### config.mk
export PLATFORM = sky130hd
export DESIGN_NAME = dj_path_tracer
export DESIGN_NICKNAME = d
export VERILOG_FILES = /design/src/rtl/dj_pkg.sv /design/src/rtl/dj_lifo.sv /design/src/rtl/dj_path_tracer.sv
export SDC_FILE = /design/constraint.sdc
export NUM_CORES = 1
export LEC_CHECK = 0
export CORE_MARGIN = 3
export CORE_UTILIZATION = 57
export DETAILED_ROUTE_END_ITERATION = 6
export DONT_BUFFER_PORTS = 1
export PLACE_DENSITY = 0.71
export SLEW_MARGIN = 20
export SYNTH_ARGS = -nofsm -noshare
export SYNTH_HDL_FRONTEND = slang
export SYNTH_HIERARCHICAL = 1
export SYNTH_SLANG_ARGS = --single-unit
### constraint.sdc
create_clock -name clk -period 2.4 [get_ports clk]
set_input_delay 0.24 -clock clk [delete_from_list [all_inputs] [get_ports clk]]
set_output_delay 0.24 -clock clk [all_outputs]
set_load 0.03 [all_outputs]
### src/rtl/dj_pkg.sv
// Shared constants and FSM state type for the Dijkstra solver and its path tracer.
package dj_pkg;

  localparam int N_NODES = 13;
  localparam int NODE_W  = 4;
  localparam int DIST_W  = 14;
  localparam logic [DIST_W-1:0] INF_DIST = 14'd99;

  typedef enum logic [2:0] {
    IDLE  = 3'd0,
    TRACE = 3'd1,
    EMIT  = 3'd2,
    DONE  = 3'd3,
    ERR   = 3'd4
  } state_t;

endpackage

### src/rtl/dj_lifo.sv
// Node-id LIFO used by the path tracer to reverse the predecessor walk.
module dj_lifo
  import dj_pkg::*;
(
  input  logic              clk,
  input  logic              push,
  input  logic              pop,
  input  logic              clr,
  input  logic [NODE_W-1:0] din,
  output logic [NODE_W-1:0] dout,
  output logic [NODE_W:0]   count
);

  logic [NODE_W-1:0] mem [N_NODES];
  logic [NODE_W:0]   sp;
  logic [NODE_W:0]   top_ptr;

  assign count   = sp;
  assign top_ptr = sp - 1'b1;
  assign dout    = (sp == '0) ? '0 : mem[top_ptr[NODE_W-1:0]];

  always_ff @(posedge clk) begin
    if (clr) begin
      sp <= '0;
    end else if (push) begin
      sp <= sp + 1'b1;
    end else if (pop && (sp != '0)) begin
      sp <= sp - 1'b1;
    end
  end

  // Storage carries no reset; only the stack pointer decides what is live.
  always_ff @(posedge clk) begin
    if (push && !clr) begin
      mem[sp[NODE_W-1:0]] <= din;
    end
  end

endmodule

### src/rtl/dj_path_tracer.sv
// Walks the solver's predecessor table end->start, then streams the path start->end.
// Optional DJ_PATH_LEN_EN adds a path_len output holding the node count of the last path.
module dj_path_tracer
  import dj_pkg::*;
(
  input  logic              clk,
  input  logic              rst,
  input  logic              start,
  input  logic [NODE_W-1:0] start_node,
  input  logic [NODE_W-1:0] end_node,
  input  logic [DIST_W-1:0] end_dist,
  output logic [NODE_W-1:0] pred_addr,
  input  logic [NODE_W-1:0] pred_data,
  output logic [NODE_W-1:0] out_node,
  output logic              out_valid,
  input  logic              out_ready,
  output logic              out_last,
  output logic              busy,
  output logic              done,
  output logic              error
`ifdef DJ_PATH_LEN_EN
  ,
  output logic [NODE_W:0]   path_len
`endif
);

  localparam logic [NODE_W:0] LEN_MAX = (NODE_W+1)'(N_NODES);

  state_t            state;
  logic [NODE_W-1:0] s_node;
  logic [NODE_W-1:0] cur;
  logic [NODE_W:0]   len;
  logic [NODE_W:0]   len_next;
  logic              trace_hit;
  logic              trace_full;

  logic              lifo_push;
  logic              lifo_pop;
  logic              lifo_clr;
  logic [NODE_W-1:0] lifo_top;
  logic [NODE_W:0]   lifo_count;
  logic              last_beat;

  assign len_next   = len + 1'b1;
  assign trace_hit  = (cur == s_node);
  assign trace_full = (len_next == LEN_MAX);

  assign lifo_push  = (state == TRACE);
  assign lifo_pop   = (state == EMIT) && out_ready;
  assign lifo_clr   = rst || (state == ERR);
  assign last_beat  = (lifo_count == (NODE_W+1)'(1));

  dj_lifo u_lifo (
    .clk   (clk),
    .push  (lifo_push),
    .pop   (lifo_pop),
    .clr   (lifo_clr),
    .din   (cur),
    .dout  (lifo_top),
    .count (lifo_count)
  );

  // Reaching the source on the final permitted step is a valid path, so the hit test wins.
  always_ff @(posedge clk) begin
    if (rst) begin
      state  <= IDLE;
      s_node <= '0;
      cur    <= '0;
      len    <= '0;
    end else begin
      case (state)
        IDLE: begin
          if (start) begin
            if (end_dist == INF_DIST) begin
              state <= ERR;
            end else begin
              s_node <= start_node;
              cur    <= end_node;
              len    <= '0;
              state  <= TRACE;
            end
          end
        end
        TRACE: begin
          len <= len_next;
          if (trace_hit) begin
            state <= EMIT;
          end else if (trace_full) begin
            state <= ERR;
          end else begin
            cur <= pred_data;
          end
        end
        EMIT: begin
          if (lifo_pop && last_beat) begin
            state <= DONE;
          end
        end
        DONE:    state <= IDLE;
        ERR:     state <= IDLE;
        default: state <= IDLE;
      endcase
    end
  end

  assign pred_addr = (state == TRACE) ? cur : '0;
  assign out_valid = (state == EMIT);
  assign out_node  = out_valid ? lifo_top : '0;
  assign out_last  = out_valid && last_beat;
  assign busy      = (state != IDLE);
  assign done      = (state == DONE) || (state == ERR);
  assign error     = (state == ERR);

`ifdef DJ_PATH_LEN_EN
  always_ff @(posedge clk) begin
    if (rst) begin
      path_len <= '0;
    end else if ((state == IDLE) && start) begin
      path_len <= '0;
    end else if ((state == TRACE) && trace_hit) begin
      path_len <= len_next;
    end else if (state == ERR) begin
      path_len <= '0;
    end
  end
`endif

endmodule

==> results summary, run 1 <==
The flow ran to the end, but the final reports show violations. The final reports fail on negative setup slack. The total via count after detailed routing came out at ~2.3k. The number of primary I/O pins is 43.

The leakage power figure came out at 0.00142 µW. The first TritonRoute pass finished after 4 iterations. The via density per instance is ~6.1.

In this design, the stage delay of the slowest critical-path cell is ~0.38 ns. The synthesized design devotes to its leading area cell type 43.9% of total area. The number of synthesized register bits came out at 73. Row generation in the floorplan step produced 28 rows.

Across the run, the number of max-cap violations was 0. The worst hold slack across all endpoints came out at 0.0404 ns. Setup repair after global routing could not meet its margin everywhere.

The vertical extent of the die is 85.0 µm. The final worst setup slack is -0.0265 ns. After synthesis, the most frequently instantiated cells are edfxtp_1 (52), dfxtp_1 (21), nand2_1 (21).

The critical path goes through inv_2, ha_4, buf_12, mux4_2, mux2_4, a22o_1, and3_4. The count of warnings emitted by yosys is 6. The startpoint identified for the worst register-to-register timing path is state[0]. The worst-case headroom to the max-slew limit came out at 58.7%. Yosys attributes the largest share of cell area to edfxtp_1 (44%), dfxtp_1 (12%), mux4_1 (4.4%). For this run, the register share of the synthesized area comes to 55.7%. The data required time of the worst path came out at around 2.2 ns. The transition time at the pin with the least slew margin came out at 0.618 ns. The final-report setup violation count is 4. Once layout is done, the placed cells without fillers occupy 0.00408 mm². Counting flops with a built-in enable in the synthesized netlist gives 52. The largest fanout on the critical path is 7. The fraction of layout cells with a size suffix above 1 came out at 24.2%.

In the synthesized netlist the dominant register cell turns out to be edfxtp_1. The buffer levels on the longest clock path came out at 2. The number of clock sinks is 73. The area growth from synthesis to layout is 14.5%. The count of unresolved DRC violations after routing is 0. The number of antenna violations at the first check in global routing is 0.

The H-tree depth reported by CTS is 3. Summed over all layers, the routed wires come to 7670 µm. The post-synthesis net count came out at 317.

The root buffer cell chosen for the clock tree is clkbuf_8. A synthesized cell averages 12.7 µm². The worst setup path is captured at an output pin. The total of buffers placed on input and output ports came out at 0.

The clock reaches the later pin of the worst-skew pair after 0.34 ns. The startpoint type of the worst setup path is a flip-flop. The worst path arrival time came out at roughly 2.2 ns. The cell type with the largest total area after synthesis is edfxtp_1.

The timing startpoint of the critical path is u_lifo/count[0]. The share of flip-flops with an asynchronous set or reset after synthesis came out at 0%. The wire length per cell after detailed routing is about 20 µm. In this run the power density over the cells is 1150 mW/mm². Summed over all layers, the global routing overflow is 0.

The starting DRC count in detailed routing came out at roughly 230. The number of antenna diodes in the final layout is 0. The post-detailed-placement cell area came out at 0.00379 mm².

The synthesized netlist occupies a cell area of 0.00356 mm². The final layout net count came out at 342. The post-synthesis cell type count is 54.

The post-layout minimum cycle time came out at ~2.4 ns. The worst hold path begins at start_node[2]. The HPWL after detailed placement is 5450 µm.

The largest individual stage delay along the critical path comes from the cell dfxtp_4. The first global-routing pass estimated 12,300 µm of wire. The period utilization came out at 101%. The routability-driven placement congestion ratio came out at 0.860.

The filler cell count in the final layout is 421. The floorplan die area came out at 0.00723 mm². The number of global-route vias before repair came out at approximately 2.3k. The worst clock skew on the final layout came out at 0.0106 ns.

The placeable core area came out at 0.00599 mm². The post-synthesis instance total came out at 280. The area of the multi-input gates came out at approximately 0.0015 mm². The worst vdd rail ir drop is ~840 µV. TritonCTS built the clock tree.

The pin count of the biggest net entering global routing came out at 21. Once the floorplan was initialized, standard cells occupied roughly 60% of the core. The count of nets left with antenna violations once routing finished came out at 0. The type of the worst min-delay path is in -> reg. The count of buffer and inverter cells on the critical path is 2. After clock tree synthesis, the clock-pin slew on the worst setup and hold paths is roughly 0.080 ns. The worst setup path is of the reg -> out kind.

The overall routing resource usage came out at approximately 22%. The cell family contributing the most delay on the critical path is multiplexers. The area of all sequential standard cells came out at 0.00199 mm². The most common cell in the synthesized netlist is edfxtp_1. The final number of hold-violating endpoints came out at 0. The CTS buffer count came out at 9. The die boundary width came out at 85.0 µm. Derived from the worst setup path, the maximum achievable clock frequency is 412 MHz. The number of max-slew violations in the final report is 0.
power by group:
group          internal [µW]  total, µW  switching, µW
Clock                    382        852            470
Sequential              1590       1680           86.1
Combinational            979       2150           1170
Total                   2950       4680           1730
flip-flops by register name (all words and copies together), names as in the netlist:
signal        count
len               5
state             3
u_lifo/count      5
u_lifo/mem       52
cur               4
s_node            4
path summary, 6_finish.rpt:
kind | to | slack [ns] | cells after the start
worst min register to register | s_node[2] | 0.50 | 2
worst min-delay path | s_node[2] | 0.04 | 2
worst max-delay path | out_node[0] | -0.03 | 7
worst max register to register | u_lifo/mem[12][0] | 0.29 | 6
logic make-up after synthesis:
family	share of synthesized area, %
XOR/XNOR	1.93
flip-flops	55.7
AO/OA/AOI/OAI	8.68
buffers and inverters	3.34
AND/OR/NAND/NOR	15.3
adder cells (fa/ha/maj)	2.46
multiplexers	12.6
per-layer routing:
| layer | routed length (µm) | part of all wire (%) | track usage (%) |
|---|---|---|---|
| met1 | 3640 | 47 | 33.2 |
| met2 | 3520 | 46 | 33.3 |
| met3 | 367 | 4.8 | 4.17 |
| met4 | 141 | 1.8 | 8.49 |
| met5 | 0 | 0 | 0 |
layout by cell type (no fill, tap or decap), types with 3 or more instances in the layout:
cell type / count
a21boi_0: 3
a21oi_1: 15
a22o_1: 4
and2_1: 6
and3_4: 4
buf_4: 23
clkbuf_8: 9
dfxtp_1: 19
edfxtp_1: 52
ha_1: 6
inv_1: 9
mux2_2: 4
mux2_4: 8
mux4_1: 6
mux4_2: 6
nand2_1: 21
nand2b_1: 3
nand3_1: 11
nor2_1: 11
nor2b_1: 4
nor3_1: 8
nor3b_1: 6
nor4_1: 4
o211ai_1: 4
o21ai_0: 8
xnor2_1: 6
area by class of cell:
| cell class | instances | share of cell area [%] |
|---|---|---|
| flip-flops and latches | 73 | 48.8 |
| repair buffers | 27 | 5.74 |
| clock buffers | 9 | 3.04 |
| multi-input cells | 183 | 37.8 |
| inverters | 11 | 1.01 |
| well taps | 75 | 2.30 |
| clock inverters | 7 | 1.32 |
timing repair:
item                                    4_1_cts  5_1_grt
endpoints found under the setup margin        4        4
gates resized for setup                      15        4
setup buffers                                 3        0
hold endpoints to repair                     10        0
hold buffers                                  1        0
pin swaps                                     5        5
through the flow:
step / total power [µW] / instances / worst slack (ns) / setup TNS, ns / util (%)
2_1_floorplan: 3120 / 280 / 0.00452 / 0 / -
3_5_place_dp: 3630 / 365 / 0.0987 / 0 / 63.3
5_1_grt: 4960 / 385 / -0.0988 / -0.372 / 68.0
6_report: 4680 / 385 / -0.0265 / -0.100 / 68.0
4_1_cts: 4660 / 385 / -0.0426 / -0.165 / 67.8
3_3_place_gp: 3590 / 365 / 0.161 / 0 / 63.3
Power figures use the tool's default switching activity.
==> run 2: changes to the inputs <==
--- a/config.mk
+++ b/config.mk
@@ -10,7 +10,7 @@
 export DETAILED_ROUTE_END_ITERATION = 6
 export DONT_BUFFER_PORTS = 1
 export PLACE_DENSITY = 0.71
-export SLEW_MARGIN = 20
+export SLEW_MARGIN = 10
 export SYNTH_ARGS = -nofsm -noshare
 export SYNTH_HDL_FRONTEND = slang
 export SYNTH_HIERARCHICAL = 1
==> results of run 2 <==
No change in the layout: final DEF, timing and power equal those of run 1.
